[src/rtl/biu_prefetch_queue.sv]
`timescale 1ns/1ps
// ============================================================================
// biu_prefetch_queue
// ----------------------------------------------------------------------------
// Bus-interface prefetch queue feeding the EU register/ALU stage. Fetches
// little-endian 16-bit words ahead of execution into a QUEUE_BYTES byte FIFO
// and presents the head bytes to the EU in its instruction/immediate packing.
// A flush discards the queue and restarts fetching at a new linear address.
//
// Optional feature macro: PFQ_STATS_EN (adds fetch_count / flush_count).
//
// Ports
//   clk, reset       clock, asynchronous active-high reset
//   flush            discard queue, load fetch pointer from flush_addr
//   flush_addr       new linear fetch address (odd allowed)
//   mem_req          fetch request, held until mem_ack
//   mem_addr         even word address, stable while mem_req=1
//   mem_ack          1-cycle acknowledge, mem_rdata valid same cycle
//   mem_rdata        [7:0]=byte at addr, [15:8]=byte at addr+1
//   q_avail          bytes currently queued
//   q_bytes          head bytes {b3,b2,b1,b0}, bytes beyond q_avail read 0
//   eu_imm_sel       1: eu_word={b0,b1,b3,b2}; 0: eu_word={16'h0,b0,b1}
//   eu_word          EU packing of the head bytes
//   eu_consume       bytes popped this cycle (0..4)
//   consume_err      1-cycle pulse when eu_consume exceeded q_avail
//   fetch_count      [PFQ_STATS_EN] completed, non-discarded fetches
//   flush_count      [PFQ_STATS_EN] accepted flush cycles
// ============================================================================
module biu_prefetch_queue #(
    parameter int QUEUE_BYTES     = 6,
    parameter int ADDR_SIZE       = 20,
    parameter int FETCH_THRESHOLD = 2
) (
    input  logic                 clk,
    input  logic                 reset,
    input  logic                 flush,
    input  logic [ADDR_SIZE-1:0] flush_addr,
    output logic                 mem_req,
    output logic [ADDR_SIZE-1:0] mem_addr,
    input  logic                 mem_ack,
    input  logic [15:0]          mem_rdata,
    output logic [2:0]           q_avail,
    output logic [31:0]          q_bytes,
    input  logic                 eu_imm_sel,
    output logic [31:0]          eu_word,
    input  logic [2:0]           eu_consume,
    output logic                 consume_err
`ifdef PFQ_STATS_EN
    ,
    output logic [15:0]          fetch_count,
    output logic [15:0]          flush_count
`endif
);

    localparam int IDX_W = $clog2(QUEUE_BYTES);
    localparam int CNT_W = $clog2(QUEUE_BYTES + 1);

    localparam logic [1:0] ST_IDLE    = 2'd0;
    localparam logic [1:0] ST_REQ     = 2'd1;
    localparam logic [1:0] ST_DISCARD = 2'd2;

    logic [1:0]           state_q, state_d;
    logic [ADDR_SIZE-1:0] ptr_q, ptr_d;
    logic [ADDR_SIZE-1:0] mem_addr_q, mem_addr_d;
    logic [IDX_W-1:0]     head_q, head_d;
    logic [CNT_W-1:0]     count_q, count_d;
    logic                 consume_err_q, consume_err_d;
    logic [7:0]           mem_q [QUEUE_BYTES];
    logic [7:0]           mem_d [QUEUE_BYTES];

    logic                 accept_ack;
    logic [IDX_W-1:0]     tail;
    logic [CNT_W-1:0]     wr_cnt;
    logic [CNT_W-1:0]     free_bytes;
    logic [CNT_W-1:0]     need_bytes;
    logic [CNT_W-1:0]     consume_ext;
    logic [7:0]           b [4];

    // Circular index add; off never exceeds QUEUE_BYTES so one subtract suffices.
    function automatic logic [IDX_W-1:0] idx_add(input logic [IDX_W-1:0] base,
                                                 input logic [CNT_W-1:0] off);
        int unsigned s;
        s = 32'(base) + 32'(off);
        if (s >= 32'(QUEUE_BYTES)) s = s - 32'(QUEUE_BYTES);
        return IDX_W'(s);
    endfunction

    assign accept_ack  = (state_q == ST_REQ) && mem_ack && !flush;
    assign tail        = idx_add(head_q, count_q);
    assign free_bytes  = CNT_W'(QUEUE_BYTES) - count_q;
    assign need_bytes  = ptr_q[0] ? CNT_W'(1) : CNT_W'(2);
    assign consume_ext = CNT_W'(eu_consume);

    // Only one fetch is ever outstanding and no new one issues until it
    // resolves, so the reservation is implicit: IDLE always sees zero reserved.
    always_comb begin
        state_d       = state_q;
        ptr_d         = ptr_q;
        mem_addr_d    = mem_addr_q;
        head_d        = head_q;
        count_d       = count_q;
        consume_err_d = 1'b0;
        wr_cnt        = '0;
        for (int unsigned i = 0; i < QUEUE_BYTES; i++) mem_d[i] = mem_q[i];

        // Tail write of the fetched word (odd pointer keeps the high byte only).
        if (accept_ack) begin
            if (ptr_q[0]) begin
                mem_d[tail] = mem_rdata[15:8];
                wr_cnt      = CNT_W'(1);
            end else begin
                mem_d[tail]                     = mem_rdata[7:0];
                mem_d[idx_add(tail, CNT_W'(1))] = mem_rdata[15:8];
                wr_cnt                          = CNT_W'(2);
            end
        end

        case (state_q)
            ST_IDLE: begin
                if (!flush && free_bytes >= CNT_W'(FETCH_THRESHOLD) &&
                    free_bytes >= need_bytes) begin
                    state_d    = ST_REQ;
                    mem_addr_d = {ptr_q[ADDR_SIZE-1:1], 1'b0};
                end
            end
            ST_REQ: begin
                if (mem_ack) begin
                    state_d = ST_IDLE;
                    if (!flush) ptr_d = ptr_q + (ptr_q[0] ? ADDR_SIZE'(1) : ADDR_SIZE'(2));
                end else if (flush) begin
                    state_d = ST_DISCARD;
                end
            end
            ST_DISCARD: begin
                if (mem_ack) state_d = ST_IDLE;
            end
            default: state_d = ST_IDLE;
        endcase

        if (flush) begin
            head_d  = '0;
            count_d = '0;
            ptr_d   = flush_addr;
        end else if (consume_ext > count_q) begin
            consume_err_d = 1'b1;
            count_d       = count_q + wr_cnt;
        end else begin
            head_d  = idx_add(head_q, consume_ext);
            count_d = count_q + wr_cnt - consume_ext;
        end
    end

    always_ff @(posedge clk or posedge reset) begin
        if (reset) begin
            state_q       <= ST_IDLE;
            ptr_q         <= '0;
            mem_addr_q    <= '0;
            head_q        <= '0;
            count_q       <= '0;
            consume_err_q <= 1'b0;
            for (int unsigned i = 0; i < QUEUE_BYTES; i++) mem_q[i] <= '0;
        end else begin
            state_q       <= state_d;
            ptr_q         <= ptr_d;
            mem_addr_q    <= mem_addr_d;
            head_q        <= head_d;
            count_q       <= count_d;
            consume_err_q <= consume_err_d;
            for (int unsigned i = 0; i < QUEUE_BYTES; i++) mem_q[i] <= mem_d[i];
        end
    end

    always_comb begin
        for (int unsigned i = 0; i < 4; i++) begin
            b[i] = (i < 32'(count_q)) ? mem_q[idx_add(head_q, CNT_W'(i))] : 8'h00;
        end
        q_bytes = {b[3], b[2], b[1], b[0]};
        eu_word = eu_imm_sel ? {b[0], b[1], b[3], b[2]} : {16'h0000, b[0], b[1]};
    end

    assign q_avail     = 3'(count_q);
    assign mem_req     = (state_q != ST_IDLE);
    assign mem_addr    = mem_addr_q;
    assign consume_err = consume_err_q;

`ifdef PFQ_STATS_EN
    logic [15:0] fetch_count_q, fetch_count_d;
    logic [15:0] flush_count_q, flush_count_d;

    always_comb begin
        fetch_count_d = fetch_count_q + 16'(accept_ack);
        flush_count_d = flush_count_q + 16'(flush);
    end

    always_ff @(posedge clk or posedge reset) begin
        if (reset) begin
            fetch_count_q <= '0;
            flush_count_q <= '0;
        end else begin
            fetch_count_q <= fetch_count_d;
            flush_count_q <= flush_count_d;
        end
    end

    assign fetch_count = fetch_count_q;
    assign flush_count = flush_count_q;
`else
    // Statistics counters not built.
`endif

endmodule

[config.mk]
export PLATFORM = sky130hd
export DESIGN_NAME = biu_prefetch_queue
export DESIGN_NICKNAME = d
export VERILOG_FILES = /design/src/rtl/biu_prefetch_queue.sv
export SDC_FILE = /design/constraint.sdc
export NUM_CORES = 1
export LEC_CHECK = 0
export CAP_MARGIN = 25
export CORE_ASPECT_RATIO = 0.75
export CORE_UTILIZATION = 49
export DETAILED_ROUTE_END_ITERATION = 8
export PLACE_DENSITY = 0.83
export SLEW_MARGIN = 20
export SYNTH_ARGS = -nofsm -noshare
export SYNTH_HDL_FRONTEND = slang
export SYNTH_SLANG_ARGS = --single-unit
[constraint.sdc]
create_clock -name clk -period 3.8 [get_ports clk]
set_clock_uncertainty 0.15 [all_clocks]
set_input_delay 0.76 -clock clk [delete_from_list [all_inputs] [get_ports clk]]
set_output_delay 0.76 -clock clk [all_outputs]
set_load 0.02 [all_outputs]
==> impl_metrics.py <==
metrics = {
    "global_routing": {
        "grt_pass1_wl_mm": 37.8,
        "grt_overflow": 0,
        "grtUsageTotal_pct": 30.2,
        "grt_antenna_before_repair": 0,
        "first_global_vias": 7004,
        "grt_max_degree": 97,
    },
    "timing": {
        "final_max_slew_viol_count": 0,
        "hold_viol": 0,
        "rsz0062_at_grt": "true",
        "finalSetupViolCount": 0,
        "finalSetupTns_ps": 0,
        "worstMarginPinSlew_ps": 876,
        "final.min_clock_period_ps": 3770,
        "fmax_ghz": 0.265,
        "slew_headroom_pct": 41.3,
        "post-route-period-util_pct": 99.2,
    },
    "yosys": {
        "synth_nets": 920,
        "synthArstFlopShare_pct": 100,
        "synthAdderAreaFrac_pct": 5.48,
        "yosys.area_share.simple_pct": 16.9,
        "synth.yosys.seq_area_share_pct": 31.5,
        "netlist_area_mm2": 0.00763,
        "synth_flop_cell": "dfrtp_1",
        "yosysMostFrequentCell": "dfrtp_1",
        "synthMuxAreaShare_pct": 13.6,
        "synth_edf_count": 0,
        "synth_compound_area_share_pct": 23.5,
        "synth_cell_types": 84,
        "synth.largest_area_cell": "dfrtp_1",
        "synth-xor-area-share_pct": 3.82,
        "synth_top_cell_area_share_pct": 31.5,
        "ys_ff_latch": 96,
        "synth_top_family_by_area": "compound AO/OA/AOI/OAI gates",
        "synth_area_leaders": "dfrtp_1 31%, mux2i_1 5.6%, mux2_2 4.9%",
        "yosysWarnings": 0,
        "avgSynthCellArea_um2": 9.03,
        "synth_common_cells": "96 x dfrtp_1, 79 x nor2_1, 73 x nand2_1, 67 x o21ai_0, 43 x mux2i_1",
        "syn-instance-count": 845,
    },
    "power_and_ir_drop": {
        "peakVddDrop_mv": 0.471,
        "p_leak_nw": 4.55,
        "pwr_density_cell_mw_per_mm2": 1040,
        "design_power_total_mw": 10.4,
    },
    "status": {
        "status": "finished, final reports clean",
    },
    "cts": {
        "h-tree-depth": 3,
        "insertion_delay_ps": 360,
        "cts_sinks": 96,
        "cts_buffers": 9,
        "cts_tree": "built",
        "clock-root-buffer": "clkbuf_16",
        "cts_max_path_buffers": 2,
        "cts-hold-fix-buffers": 0,
        "clkSlewWorstSetupHoldPaths_ps": 70,
    },
    "floorplan": {
        "die-area_mm2": 0.0161,
        "start_util_pct": 50.1,
        "fp.dieH_um": 110,
        "die_x_um": 146,
        "io_pins": 133,
        "core_area_mm2": 0.0152,
        "placementRows": 39,
    },
    "critical_path": {
        "cp_max_fo": 12,
        "crit_required_ps": 2890,
        "crit_arrival_ps": 2860,
        "crit_path_end_kind": "output pin",
        "critical_path_class": "reg2out",
        "start_kind": "register",
    },
    "placed_design": {
        "dp_hpwl_mm": 17.7,
        "portBuffers": 131,
        "place.gp.congestion": 0.974,
    },
    "finish": {
        "fin_util_pct": 65.8,
        "diodes": 0,
        "area_growth_pct": 31.2,
        "drive_gt1_share_pct": 21.9,
        "nets": 1064,
    },
    "run": {
        "drv_cap": 0,
    },
    "drt": {
        "viasPerCell": 6.32,
        "drcViolationCount": 0,
        "dr_total_vias": 7573,
        "routedWlPerCell_um": 20.5,
        "routed_wl_mm": 24.6,
        "first_iter_violations": 879,
        "firstDrtPassIters": 8,
        "final_antenna_net_count": 0,
    },
    "min_path": {
        "hold_class": "reg2reg",
    },
}
-- state kept, by name (all words and copies together), names as in the netlist --
| name | count |
|---|---|
| mem_q | 48 |
| q_avail | 3 |
| consume_err | 1 |
| ptr_q | 20 |
| head_q | 3 |
| state_q | 2 |
| mem_addr | 19 |
-- metrics by stage --
stage	std cells	setup slack (ps)	hold WS [ps]	cell area, um2
after floorplan	845	-75.7	323	7700
after global placement	1181	38.4	336	9490
after detailed placement	1181	-2.30	346	9490
after CTS	1198	14.4	363	9870
after global routing	1199	-60.8	379	10000
final	1199	29.5	360	10000
-- layout by cell type, fill, tap and decap left out, types with 8 or more instances in the layout --
master / count
dfrtp_1: 94
nor2_1: 77
nand2_1: 73
clkdlybuf4s50_1: 68
o21ai_0: 58
buf_4: 55
mux2i_1: 42
nor3_1: 38
mux2_2: 33
dlygate4sd2_1: 33
inv_1: 31
a221o_1: 30
ha_1: 23
a21oi_1: 21
nand3_1: 17
xor2_1: 16
and3_1: 14
a2bb2oi_2: 13
a21o_1: 11
a211oi_1: 11
nor2b_1: 10
o21ai_1: 10
dlymetal6s2s_1: 10
clkbuf_2: 10
a211oi_2: 9
o21a_1: 9
clkbuf_16: 9
xnor2_1: 8
a22o_1: 8
o311a_1: 8
-- power by group --
group	total [mW]	internal [mW]	leakage (nW)	switching, mW
combinational	7.54	3.28	3.18	4.26
sequential	1.86	1.40	1.21	0.467
clock	1.02	0.598	0.159	0.417
-- final cells by class --
cell class	instances	area [um2]
Sequential cell	96	2400
Timing Repair Buffer	190	1700
Clock buffer	10	239
Clock inverter	6	90.1
Fill cell	1195	5210
Inverter	34	129
Multi-Input combinational cell	658	5200
Tap cell	205	256
-- timing repair --
item,4_1_cts,5_1_grt
pin swaps,4,5
endpoints found under the setup margin,62,84
buffers inserted,0,1
gates resized for setup,99,76
gates cloned,1,0
-- path summary, 6_finish.rpt --
| path | startpoint | endpoint | slack (ps) | cells past startpoint |
|---|---|---|---|---|
| max in group asynchronous | reset | head_q[2] | 2400 | 3 |
| worst max register to register | head_q[0] | mem_q[25] | 250 | 13 |
| worst max-delay path | head_q[1] | eu_word[11] | 30 | 10 |
| worst min register to register | mem_addr[8] | mem_addr[8] | 360 | 1 |
| min in group asynchronous | reset | mem_addr[8] | 640 | 3 |
| worst min-delay path | mem_addr[8] | mem_addr[8] | 360 | 1 |
-- worst max-delay path, cell delays in order (launching register included) --
cell and delay [ps]:
dfrtp_1 400, buf_4 210, ha_2 280, buf_4 210, xnor2_4 160, buf_4 210
o21ai_0 130, a2bb2oi_2 150, o21ai_0 230, o311a_1 210, clkdlybuf4s15_1 310
-- metal layers --
metal	share of wire, %	GRT usage [%]	vias up
met2	43	44.6	457
met5	0	0	-
met4	2.0	8.11	0
li1	-	-	3414
met1	44	43.7	3651
met3	12	8.07	51
-- cell families after synthesis --
| family | Yosys count |
|---|---|
| xor gates and xnor gates | 30 |
| other | 1 |
| DFF | 96 |
| adders and majority gates | 31 |
| buffers and inverters | 92 |
| muxes | 90 |
| and+or+nand+nor | 268 |
| AOI/OAI and AO/OA | 237 |
Power figures use the tool's default switching activity.
